<file path="config.mk">
export PLATFORM = sky130hd
export DESIGN_NAME = dfc_arbiter_flat
export DESIGN_NICKNAME = d
export VERILOG_FILES = /design/src/rtl/dfc_arbiter_if.sv /design/src/rtl/dfc_arbiter.sv /design/src/flat_wrapper.sv
export SDC_FILE = /design/constraint.sdc
export NUM_CORES = 1
export LEC_CHECK = 0
export ABC_AREA = 1
export CAP_MARGIN = 20
export CORE_ASPECT_RATIO = 0.5
export CORE_MARGIN = 4
export CORE_UTILIZATION = 45
export DETAILED_ROUTE_END_ITERATION = 6
export GPL_ROUTABILITY_DRIVEN = 0
export PLACE_DENSITY = 0.74
export SETUP_SLACK_MARGIN = 0.4
export SLEW_MARGIN = 20
export SYNTH_ARGS = -nofsm -noshare
export SYNTH_HDL_FRONTEND = slang
export SYNTH_SLANG_ARGS = --single-unit
</file>
<file path="constraint.sdc">
create_clock -name clk -period 2.2 [get_ports clk]
set_input_delay 0.66 -clock clk [delete_from_list [all_inputs] [get_ports clk]]
set_output_delay 0.66 -clock clk [all_outputs]
set_load 0.01 [all_outputs]
</file>
<file path="src/rtl/dfc_arbiter_if.sv">
// Bundle between the DFC arbiter, its two client FSMs and the DFC datapath.
//
// Handshake semantics:
//   - req[i] is a level request that the client holds until gnt[i] pulses; dropping it
//     earlier withdraws it, and changes after gnt[i] are ignored until done[i].
//   - gnt[i], rsp_valid[i] and done[i] are single-cycle strobes, one-hot or zero.
//   - pld_rdy[i] means "the byte on pld_data[i] is consumed this cycle"; there is no
//     back-pressure from the client, it must present a valid byte whenever pld_rdy[i] is high.
//   - dfc_cmd_valid is a one-cycle command strobe; the DFC stalls the arbiter with dfc_busy.
//   - dfc_output_valid is a one-cycle result strobe with no back-pressure.
// fsm_state exposes the arbiter FSM state for observation.
interface dfc_arbiter_if;
    logic [1:0]  req;
    logic [3:0]  req_cmd;
    logic [7:0]  req_len;
    logic [1:0]  gnt;
    logic [1:0]  pld_rdy;
    logic [15:0] pld_data;
    logic [1:0]  rsp_valid;
    logic [8:0]  rsp_data;
    logic [1:0]  done;
    logic        done_err;
    logic        stray;
    logic [1:0]  dfc_cmd;
    logic        dfc_cmd_valid;
    logic [7:0]  dfc_datain;
    logic        dfc_busy;
    logic        dfc_output_valid;
    logic [8:0]  dfc_dataout;
    logic [2:0]  fsm_state;

    modport master (
        input  req, req_cmd, req_len, pld_data, dfc_busy, dfc_output_valid, dfc_dataout,
        output gnt, pld_rdy, rsp_valid, rsp_data, done, done_err, stray,
               dfc_cmd, dfc_cmd_valid, dfc_datain, fsm_state
    );

    modport slave (
        output req, req_cmd, req_len, pld_data, dfc_busy, dfc_output_valid, dfc_dataout,
        input  gnt, pld_rdy, rsp_valid, rsp_data, done, done_err, stray,
               dfc_cmd, dfc_cmd_valid, dfc_datain, fsm_state
    );
endinterface

</file>
<file path="src/rtl/dfc_arbiter.sv">
// Round-robin arbiter sharing one DFC datapath between two requesters.
// One transaction at a time: IDLE -> ISSUE -> (LOAD) -> WAIT -> DONE -> IDLE.
module dfc_arbiter #(
    parameter int LOAD_LEN = 8,
    parameter int TIMEOUT  = 1000
) (
    input  logic         clk,
    input  logic         reset,
    dfc_arbiter_if.master bus
);

    localparam int LCW = (LOAD_LEN > 1) ? $clog2(LOAD_LEN) : 1;
    localparam int TCW = (TIMEOUT > 1) ? $clog2(TIMEOUT) : 1;

    typedef enum logic [2:0] {
        S_IDLE  = 3'd0,
        S_ISSUE = 3'd1,
        S_LOAD  = 3'd2,
        S_WAIT  = 3'd3,
        S_DONE  = 3'd4
    } state_t;

    state_t         state;
    logic           g;          // requester owning the current transaction
    logic           last;       // requester served most recently
    logic [1:0]     cmd_q;
    logic [3:0]     len_q;
    logic [3:0]     beat_cnt;
    logic           err;
    logic [LCW-1:0] load_cnt;
    logic [TCW-1:0] tmo_cnt;

    logic           sel_g;
    logic [1:0]     g_onehot;
    logic           timeout_hit;
    logic           wait_exit;

    // Round-robin pick: with both requesting, take the one not served last.
    always_comb begin
        sel_g = bus.req[1];
        if (bus.req == 2'b11) begin
            sel_g = ~last;
        end
    end

    assign g_onehot    = g ? 2'b10 : 2'b01;
    // tmo_cnt saturates at TIMEOUT-1, so the timeout stays asserted until WAIT is left.
    assign timeout_hit = (tmo_cnt == TCW'(TIMEOUT - 1));
    // A beat arriving this cycle holds off the exit so done always trails the last rsp_valid.
    assign wait_exit   = !bus.dfc_output_valid &&
                         (((beat_cnt == len_q) && !bus.dfc_busy) || timeout_hit);
    assign bus.fsm_state = state;

    // Payload passes straight from the granted requester to the DFC during LOAD only.
    always_comb begin
        bus.dfc_datain = 8'h00;
        if (state == S_LOAD) begin
            bus.dfc_datain = g ? bus.pld_data[15:8] : bus.pld_data[7:0];
        end
    end

    // Arbiter FSM with registered strobes and result path.
    always_ff @(posedge clk or negedge reset) begin
        if (!reset) begin
            state             <= S_IDLE;
            g                 <= 1'b0;
            last              <= 1'b1;
            cmd_q             <= 2'b00;
            len_q             <= 4'h0;
            beat_cnt          <= 4'h0;
            err               <= 1'b0;
            load_cnt          <= '0;
            tmo_cnt           <= '0;
            bus.gnt           <= 2'b00;
            bus.pld_rdy       <= 2'b00;
            bus.rsp_valid     <= 2'b00;
            bus.rsp_data      <= 9'h000;
            bus.done          <= 2'b00;
            bus.done_err      <= 1'b0;
            bus.stray         <= 1'b0;
            bus.dfc_cmd       <= 2'b00;
            bus.dfc_cmd_valid <= 1'b0;
        end else begin
            bus.gnt           <= 2'b00;
            bus.done          <= 2'b00;
            bus.done_err      <= 1'b0;
            bus.dfc_cmd       <= 2'b00;
            bus.dfc_cmd_valid <= 1'b0;
            bus.rsp_valid     <= 2'b00;

            // Result beats outside WAIT have no owner: drop them and flag it.
            if (bus.dfc_output_valid && (state != S_WAIT)) begin
                bus.stray <= 1'b1;
            end

            case (state)
                S_IDLE: begin
                    if ((|bus.req) && !bus.dfc_busy) begin
                        g                 <= sel_g;
                        cmd_q             <= sel_g ? bus.req_cmd[3:2] : bus.req_cmd[1:0];
                        len_q             <= sel_g ? bus.req_len[7:4] : bus.req_len[3:0];
                        bus.gnt           <= sel_g ? 2'b10 : 2'b01;
                        bus.dfc_cmd       <= sel_g ? bus.req_cmd[3:2] : bus.req_cmd[1:0];
                        bus.dfc_cmd_valid <= 1'b1;
                        state             <= S_ISSUE;
                    end
                end
                S_ISSUE: begin
                    if (cmd_q == 2'b00) begin
                        bus.pld_rdy <= g_onehot;
                        load_cnt    <= '0;
                        state       <= S_LOAD;
                    end else begin
                        state <= S_WAIT;
                    end
                end
                S_LOAD: begin
                    if (load_cnt == LCW'(LOAD_LEN - 1)) begin
                        bus.pld_rdy <= 2'b00;
                        state       <= S_WAIT;
                    end else begin
                        load_cnt <= load_cnt + LCW'(1);
                    end
                end
                S_WAIT: begin
                    if (bus.dfc_output_valid) begin
                        bus.rsp_data  <= bus.dfc_dataout;
                        bus.rsp_valid <= g_onehot;
                        if (beat_cnt == len_q) begin
                            err <= 1'b1;
                        end else begin
                            beat_cnt <= beat_cnt + 4'd1;
                        end
                    end
                    if (!timeout_hit) begin
                        tmo_cnt <= tmo_cnt + TCW'(1);
                    end
                    if (wait_exit) begin
                        bus.done     <= g_onehot;
                        bus.done_err <= err | timeout_hit;
                        state        <= S_DONE;
                    end
                end
                S_DONE: begin
                    last     <= g;
                    beat_cnt <= 4'h0;
                    tmo_cnt  <= '0;
                    err      <= 1'b0;
                    state    <= S_IDLE;
                end
                default: state <= S_IDLE;
            endcase
        end
    end

endmodule
</file>
<file path="src/flat_wrapper.sv">
// flat-port wrapper written by rule: the top's interface ports become plain ports
module dfc_arbiter_flat 
#(
    parameter int LOAD_LEN = 8,
    parameter int TIMEOUT  = 1000
)
  (clk, reset, bus_req, bus_req_cmd, bus_req_len, bus_pld_data, bus_dfc_busy, bus_dfc_output_valid, bus_dfc_dataout, bus_gnt, bus_pld_rdy, bus_rsp_valid, bus_rsp_data, bus_done, bus_done_err, bus_stray, bus_dfc_cmd, bus_dfc_cmd_valid, bus_dfc_datain, bus_fsm_state);
  dfc_arbiter_if bus_i ();
  input  logic clk;
  input  logic reset;
  input wire logic [$bits(bus_i.req)-1:0] bus_req;
  input wire logic [$bits(bus_i.req_cmd)-1:0] bus_req_cmd;
  input wire logic [$bits(bus_i.req_len)-1:0] bus_req_len;
  input wire logic [$bits(bus_i.pld_data)-1:0] bus_pld_data;
  input wire logic [$bits(bus_i.dfc_busy)-1:0] bus_dfc_busy;
  input wire logic [$bits(bus_i.dfc_output_valid)-1:0] bus_dfc_output_valid;
  input wire logic [$bits(bus_i.dfc_dataout)-1:0] bus_dfc_dataout;
  output wire logic [$bits(bus_i.gnt)-1:0] bus_gnt;
  output wire logic [$bits(bus_i.pld_rdy)-1:0] bus_pld_rdy;
  output wire logic [$bits(bus_i.rsp_valid)-1:0] bus_rsp_valid;
  output wire logic [$bits(bus_i.rsp_data)-1:0] bus_rsp_data;
  output wire logic [$bits(bus_i.done)-1:0] bus_done;
  output wire logic [$bits(bus_i.done_err)-1:0] bus_done_err;
  output wire logic [$bits(bus_i.stray)-1:0] bus_stray;
  output wire logic [$bits(bus_i.dfc_cmd)-1:0] bus_dfc_cmd;
  output wire logic [$bits(bus_i.dfc_cmd_valid)-1:0] bus_dfc_cmd_valid;
  output wire logic [$bits(bus_i.dfc_datain)-1:0] bus_dfc_datain;
  output wire logic [$bits(bus_i.fsm_state)-1:0] bus_fsm_state;
  assign bus_i.req = bus_req;
  assign bus_i.req_cmd = bus_req_cmd;
  assign bus_i.req_len = bus_req_len;
  assign bus_i.pld_data = bus_pld_data;
  assign bus_i.dfc_busy = bus_dfc_busy;
  assign bus_i.dfc_output_valid = bus_dfc_output_valid;
  assign bus_i.dfc_dataout = bus_dfc_dataout;
  assign bus_gnt = bus_i.gnt;
  assign bus_pld_rdy = bus_i.pld_rdy;
  assign bus_rsp_valid = bus_i.rsp_valid;
  assign bus_rsp_data = bus_i.rsp_data;
  assign bus_done = bus_i.done;
  assign bus_done_err = bus_i.done_err;
  assign bus_stray = bus_i.stray;
  assign bus_dfc_cmd = bus_i.dfc_cmd;
  assign bus_dfc_cmd_valid = bus_i.dfc_cmd_valid;
  assign bus_dfc_datain = bus_i.dfc_datain;
  assign bus_fsm_state = bus_i.fsm_state;
  dfc_arbiter #(.LOAD_LEN(LOAD_LEN), .TIMEOUT(TIMEOUT)) u_core (.clk(clk), .reset(reset), .bus(bus_i));
endmodule
</file>
* Yosys cells after proc, flatten, opt, wreduce, memory -nomap -nowiden
Index checks and enable logic that the tools add are counted.
Storage, ports and cells: input port bits 43, word-level logic and storage cells 99, register bits after elaboration 51, output and inout port bits 33
Cells by class: eq/ne operators 18, bitwise gates (word level) 2, add/sub/neg operators 3, multiplexer cells 38, reductions and logical operators 20
Operators with widths (count):
- two-way mux 2 bit | 13
- one-hot mux 10 bit (2 select lines) | 1
- two-way mux 8 bit | 2
- two-way mux 3 bit | 5
- AND reduction 3 bit | 5
- two-way mux 4 bit | 3
- one-hot mux 3 bit (4 select lines) | 1
- adder 10 x 1 -> 10 bit (second input constant) | 1
- equality test 10 bit (second input constant) | 1
- two-way mux 10 bit | 1
- != test 2 bit (second input constant) | 5
- two-way mux 1 bit | 8
- != test 2 x 1 -> 1 bit (second input constant) | 4
- one-hot mux 4 bit (2 select lines) | 1
- equality test 3 x 2 -> 1 bit (second input constant) | 2
- equality test 3 bit (second input constant) | 2
- one-hot mux 3 bit (2 select lines) | 1
- AND reduction 2 bit | 3
- adder 4 x 1 -> 4 bit (second input constant) | 1
- equality test 4 bit | 1
- logical AND 1 bit | 4
- one-hot mux 2 bit (2 select lines) | 1
- nonzero test 2 bit | 2
- adder 3 x 1 -> 3 bit (second input constant) | 1
- other kinds (11) | 12

* Logic depth before layout (Yosys ltp)
Gate-level depths: netlist (run 1).
depth in word-level cells 6, depth in mapped cells 10, mapped depth without buffers 10

* Worst setup path after synthesis (run 1)
Ideal clock, no wire load.
kind register -> output, from reg u_core.state[2] (netlist: u_core.bus.fsm_state[2]), to out bus_dfc_datain[0], slack 0.493 ns, data required time 1.540 ns, stages on the path, launching flop included 5, data arrival time 1.047 ns, buffers on the path 1, cells stage by stage dfrtp_1 -> inv_1 -> nand3_2 -> buf_2 -> a21oi_1
Between the ends: word-level cells in the longest chain between the ends 2
Ends and longest elaborated chain:
- start, declared | line dfc_arbiter.sv:23 | state_t state;
- start signal, assigned | line dfc_arbiter.sv:65 | state <= S_IDLE;
- start signal, assigned | line dfc_arbiter.sv:105 | state <= S_ISSUE;
- start signal, assigned | line dfc_arbiter.sv:112 | state <= S_LOAD;
- equality test 3 x 2 -> 1 bit | line dfc_arbiter.sv:57 | if (state == S_LOAD) begin
- two-way mux 8 bit | line dfc_arbiter.sv:57
- end, declared | line flat_wrapper.sv:27 | output wire logic [$bits(bus_i.dfc_datain)-1:0] bus_dfc_datain;
Every way passes these cells.

* Worst setup path in the final report (run 1)
from reg u_core.g, to out bus_dfc_datain[4]
Between the ends: word-level cells in the longest chain between the ends 2
Ends and longest elaborated chain:
- start, declared | line dfc_arbiter.sv:24 | logic g;
- start signal, assigned | line dfc_arbiter.sv:99 | g <= sel_g;
- two-way mux 8 bit | line dfc_arbiter.sv:58 | bus.dfc_datain = g ? bus.pld_data[15:8] : bus.pld_data[7:0];
- two-way mux 8 bit | line dfc_arbiter.sv:57
Every way passes these cells.

==> metrics.yaml, run 1 <==
hold_path:
  hold_path.class: "in2async"
yosys:
  async_flop_share_pct: 100
  postSynthAreaPerCell_um2: 7.81
  synth_fp_nets: 375
  syn_area_um2: 2560
  synth_edf_count: 0
  synth_seq_cells: 51
  ys_types: 30
  synth_ff_type: "dfrtp_1"
  yosys_warnings: 0
  synth_seq_area_share_pct: 49.9
  syn_inst: 328
final_layout:
  seqCellArea_um2: 1280
  syn2layout_area_growth_pct: 41.2
  drive_gt1_share_pct: 15.0
  n_antenna_cell: 0
  multi_input_area_um2: 1160
  final_nets: 465
  nFillCells: 469
  design_area_um2: 3620
  stdcell_count: 492
  mostFrequentLayoutCells: "nand2_1 (122), dfrtp_1 (50), dlygate4sd2_1 (38)"
  final_common_cell: "nand2_1"
detailed_routing:
  vias: 2409
  dr.pass1.iters: 4
  post-route-drc-count: 0
  routed_via_density: 4.90
  wirelength_um: 6300
  drtAntennaViolNets: 0
  drt_iter0_markers: 145
  wl_per_cell_um: 12.8
critical_path:
  path_buf_inv: 2
  crit_family: "flip-flops"
  path_cells: "buf_6, nand2_1, a21oi_2, buf_2"
  slowest_stage: "dfrtp_1"
  cp.required_ns: 1.54
  arrival_ns: 1.25
  cp-start-kind: "flip-flop"
  path_max_fanout: 11
  critical_path_class: "reg2out"
  critPathMaxStageDelay_ns: 0.42
  cp-end-kind: "output pin"
die:
  core_um2: 5490
  io_pins: 76
  num_rows: 19
  die_area_um2: 7040
  die_w_um: 115
  die_y_um: 61.3
  initial_core_util_pct: 46.6
timing:
  period_minus_slack_ns: 1.91
  worst_pin_slew_ns: 0.448
  post-route-period-util_pct: 86.7
  hold_viol: 0
  setup_slack_ns: 0.292
  fmax_mhz: 524
  slew_headroom_pct: 70.1
  fin_skew_ns: 0.00527
  maxSlewViolCount: 0
  finalSetupViolations: 0
  rsz0062_at_grt: "yes"
flow_run:
  cap_viol_max_count: 0
clocking:
  clock_latency_ns: 0.29
  clockRootBuffer: "clkbuf_16"
  cts.htree.levels: 2
  clk_path_buf_depth: 2
  cts_made_buffers: 5
  cts.sinks: 51
  clk_pin_slew_ns: 0.06
  cts_tree: "done"
global_routing:
  grt_max_degree: 52
  grt_usage_pct: 17.9
  grt_pass1_wl_um: 10000
  grt_pass1_vias: 2254
  grt.overflow.total: 0
  antenna_found_initial: 0
place:
  dp_hpwl_um: 4620
  placed_cells: 479
  post-place-ws_ns: -0.337
  place_area_um2: 3450
  port_buffers: 75
outcome:
  status: "completed"
pwr:
  power.leakage_nw: 1.89
  power_density_nw_per_um2: 1170
  ir_drop_uv: 634
-- Yosys cell counts (2+ instances only) --
master,number,area (um^2)
nand2_1,122,458
dfrtp_1,50,1250
inv_1,35,131
nor2_1,26,97.6
nand3_1,18,90.1
a21oi_1,12,60.1
o21ai_0,11,55.1
o211ai_1,5,37.5
ha_1,4,50.1
inv_2,4,15.0
nand4_1,4,25.0
o21ai_1,4,20.0
clkbuf_1,3,11.3
nand3_2,3,30.0
nor2_2,3,18.8
nor3_1,3,15.0
buf_4,2,15.0
mux2i_1,2,20.0
nand2_2,2,12.5
nand2_4,2,22.5
nor2_4,2,22.5
o22ai_1,2,12.5
xor2_1,2,17.5
-- flip-flops by register name, summed over array words and instances (netlist names) --
name and flops:
u_core.bus.done 2, u_core.beat_cnt 4, u_core.bus.done_err 1, u_core.len_q 4
u_core.bus.gnt 2, u_core.bus.stray 1, u_core.g 1, u_core.bus.rsp_data 9
u_core.load_cnt 3, u_core.bus.dfc_cmd 2, u_core.tmo_cnt 10, u_core.bus.rsp_valid 2
u_core.bus.fsm_state 3, u_core.bus.pld_rdy 2, u_core.cmd_q 2, u_core.err 1
u_core.last 1, u_core.bus.dfc_cmd_valid 1
-- final cells by class --
cell class	instances	share of cell area, %
tap	73	2.53
timing repair buffer	88	21.5
clock buffer	8	4.32
inverter	40	4.29
multi-input combinational	232	32.0
sequential	51	35.3
-- kinds of logic (layout without fill, tap and decap cells) --
group                      Yosys count  count (layout)  synth area share, %
and+or+nand+nor                    187             188                 31.6
DFF                                 51              51                 49.9
buffers and inverters               46             136                 7.18
AOI/OAI and AO/OA                   36              36                 7.96
adders and majority gates            4               4                 1.95
xor gates and xnor gates             2               2                0.684
muxes                                2               2                0.782
-- path summary, 6_finish.rpt --
check                                        startpoint                      to  slack [ns]  depth (start not counted)
max in group asynchronous                         reset             u_core.last        1.57                          2
worst max register to register  u_core.bus.fsm_state[1]      u_core.beat_cnt[0]        0.51                          7
worst max-delay path                           u_core.g       bus_dfc_datain[4]        0.29                          4
min in group clk                 u_core.bus.rsp_data[8]  u_core.bus.rsp_data[8]        0.47                          2
worst min-delay path                              reset       u_core.tmo_cnt[5]        0.35                          2
worst min register to register   u_core.bus.rsp_data[8]  u_core.bus.rsp_data[8]        0.47                          2
-- worst register-to-register path, delay by kind of cell (launching register included) --
family                 cells  cell delay, ns
AND/OR/NAND/NOR            6            0.95
flip-flops                 1            0.45
buffers and inverters      1            0.19
-- power by group --
group          total (W)  switching [W]  internal, W
clock network   0.000803       0.000318     0.000484
logic            0.00193        0.00115     0.000782
registers        0.00149       0.000229      0.00126
total            0.00422        0.00170      0.00253
-- metal layers --
layer  share of wire (%)  vias to the layer above  GRT usage [%]
met1                  46                     1140           22.3
li1                    -                     1216              -
met2                  50                       42           32.9
met4                 1.6                        0           4.85
met3                 2.9                       11           3.53
met5                   0                        -              0
-- stage by stage --
| step | TNS (ns) | hold slack, ns | util [%] | power, W |
|---|---|---|---|---|
| 6_report | 0 | 0.355 | 65.9 | 0.00422 |
| 5_1_grt | 0 | 0.376 | 65.9 | 0.00458 |
| 4_1_cts | 0 | 0.365 | 64.6 | 0.00415 |
| 3_5_place_dp | -2.60 | 0.460 | 62.8 | 0.00343 |
| 3_3_place_gp | -2.49 | 0.454 | 62.8 | 0.00338 |
| 2_1_floorplan | 0 | 0.364 | - | 0.00262 |
-- what timing repair did --
item | in CTS | in global routing
hold buffers | 0 | 0
pin swaps | 12 | 4
setup buffers | 1 | 3
gates cloned | 0 | 1
resized for setup | 83 | 14
endpoints found under the setup margin | 33 | 19
Power figures use the tool's default switching activity.
==> inputs of run 2 (changes only) <==
--- a/config.mk
+++ b/config.mk
@@ -8,7 +8,6 @@
 export ABC_AREA = 1
 export CAP_MARGIN = 20
 export CORE_ASPECT_RATIO = 0.5
-export CORE_MARGIN = 4
 export CORE_UTILIZATION = 45
 export DETAILED_ROUTE_END_ITERATION = 6
 export GPL_ROUTABILITY_DRIVEN = 0
==> metrics.yaml, run 2 (synthesis gave the netlist of run 1 again) <==
final_layout:
  drive_gt1_share_pct: 13.2
  n_antenna_cell: 0
  largest_reg_flops: 10
  final_common_cell: "nand2_1"
  reg_top3: "u_core.tmo_cnt (10), u_core.bus.rsp_data (9)"
  design_area_um2: 3560
  regMostFlops: "u_core.tmo_cnt"
  final_nets: 464
  mostFrequentLayoutCells: "nand2_1 (122), dfrtp_1 (50), dlygate4sd2_1 (37)"
  nFillCells: 457
  syn2layout_area_growth_pct: 39.2
detailed_routing:
  routed_via_density: 4.95
  drt_iter0_markers: 160
  dr.pass1.iters: 5
  drtAntennaViolNets: 0
  post-route-drc-count: 0
  vias: 2418
  wirelength_um: 6430
  wl_per_cell_um: 13.2
critical_path:
  path_max_fanout: 5
  cp-start-kind: "flip-flop"
  cp.required_ns: 1.54
  cp-end-kind: "output pin"
  arrival_ns: 1.23
  critical_path_class: "reg2out"
timing:
  fin_tns_setup_ns: 0
  fmax_mhz: 529
  period_minus_slack_ns: 1.89
  setup_slack_ns: 0.311
  finalSetupViolations: 0
  hold_viol: 0
  maxSlewViolCount: 0
  fin_skew_ns: 0.00302
  worst_pin_slew_ns: 0.642
  post-route-period-util_pct: 85.9
  slew_headroom_pct: 57.2
  holdWs_ns: 0.394
  rsz0062_at_grt: "yes"
die:
  die_area_um2: 6020
  core_um2: 5200
  io_pins: 76
  die_w_um: 109
  num_rows: 18
  initial_core_util_pct: 49.2
  die_y_um: 55.3
place:
  port_buffers: 75
  post-place-ws_ns: -0.333
  place_area_um2: 3440
  dp_hpwl_um: 4780
pwr:
  power.leakage_nw: 1.89
  ir_drop_uv: 551
  total_power_w: 0.00417
  power_density_nw_per_um2: 1170
clocking:
  clk_path_buf_depth: 2
  cts.sinks: 51
  cts.htree.levels: 2
  clk_pin_slew_ns: 0.06
  clockRootBuffer: "clkbuf_16"
  clock_latency_ns: 0.28
  cts_tree: "done"
  cts_made_buffers: 5
global_routing:
  grt_max_degree: 30
  grt_pass1_wl_um: 10700
  grt.overflow.total: 0
  antenna_found_initial: 0
  grt_pass1_vias: 2310
  grt_usage_pct: 22.4
flow_run:
  cap_viol_max_count: 0
outcome:
  status: "completed"
hold_path:
  hold_path.class: "in2async"
==> run 2: changes by cell type in the layout (fill, tap and decap cells not counted), moves of 2 or more <==
cell,before,now
a21oi_2,7,4
clkbuf_8,2,0
clkdlybuf4s15_1,3,1
a21oi_1,5,8
clkdlybuf4s50_1,22,25
==> run 2: stage by stage <==
step | util [%] | std cells
6_report | 68.5 | 488
5_1_grt | 68.5 | 488
2_1_floorplan | - | 328
4_1_cts | 67.4 | 486
3_3_place_gp | 66.1 | 477
3_5_place_dp | 66.1 | 477
==> run 2: worst max-delay path, cell delays in order (launching register included) <==
cell     delay (ns)
dfrtp_1        0.42
inv_2          0.13
nand3_4        0.12
a21oi_1        0.13
buf_2          0.15
==> run 2: final timing paths <==
path,slack [ns],to,depth (start not counted),from
max,0.31,bus_dfc_datain[3],4,u_core.bus.fsm_state[2]
min,0.39,u_core.bus.rsp_data[8],1,reset
max reg2reg,0.42,u_core.bus.pld_rdy[0],9,u_core.bus.fsm_state[2]
min reg2reg,0.47,u_core.bus.rsp_data[3],2,u_core.bus.rsp_data[3]
max in group asynchronous,1.18,u_core.bus.done_err,2,reset
min in group clk,0.47,u_core.bus.rsp_data[3],2,u_core.bus.rsp_data[3]
==> run 2: timing repair <==
item,4_1_cts,5_1_grt
hold buffers,0,0
buffers inserted,1,1
cloned,0,1
resized for setup,74,13
pin swaps,8,2
setup endpoints to repair,30,24
==> run 2: area by class of cell <==
| class | instances | area [um^2] | area share (%) |
|---|---|---|---|
| clock buffers | 7 | 133 | 3.72 |
| clock inverters | 1 | 5.00 | 0.140 |
| multi-input cells | 232 | 1150 | 32.2 |
| flip-flops and latches | 51 | 1280 | 35.8 |
| inverters | 40 | 155 | 4.35 |
| well taps | 70 | 87.6 | 2.46 |
| repair buffers | 87 | 761 | 21.3 |
==> run 2: power breakdown <==
group | switching (W) | leakage, nW | internal [W]
Sequential | 0.000232 | 0.657 | 0.00126
Clock | 0.000313 | 0.0679 | 0.000421
Combinational | 0.00116 | 1.16 | 0.000775
Total | 0.00171 | 1.89 | 0.00246
==> run 2: metal layers <==
layer / global-route usage, % / wire [um] / up-vias
met2: 37.4 / 3220 / 51
met3: 4.96 / 213 / 6
met5: 0 / 0 / -
li1: - / - / 1213
met4: 4.44 / 59 / 0
met1: 29.8 / 2930 / 1148
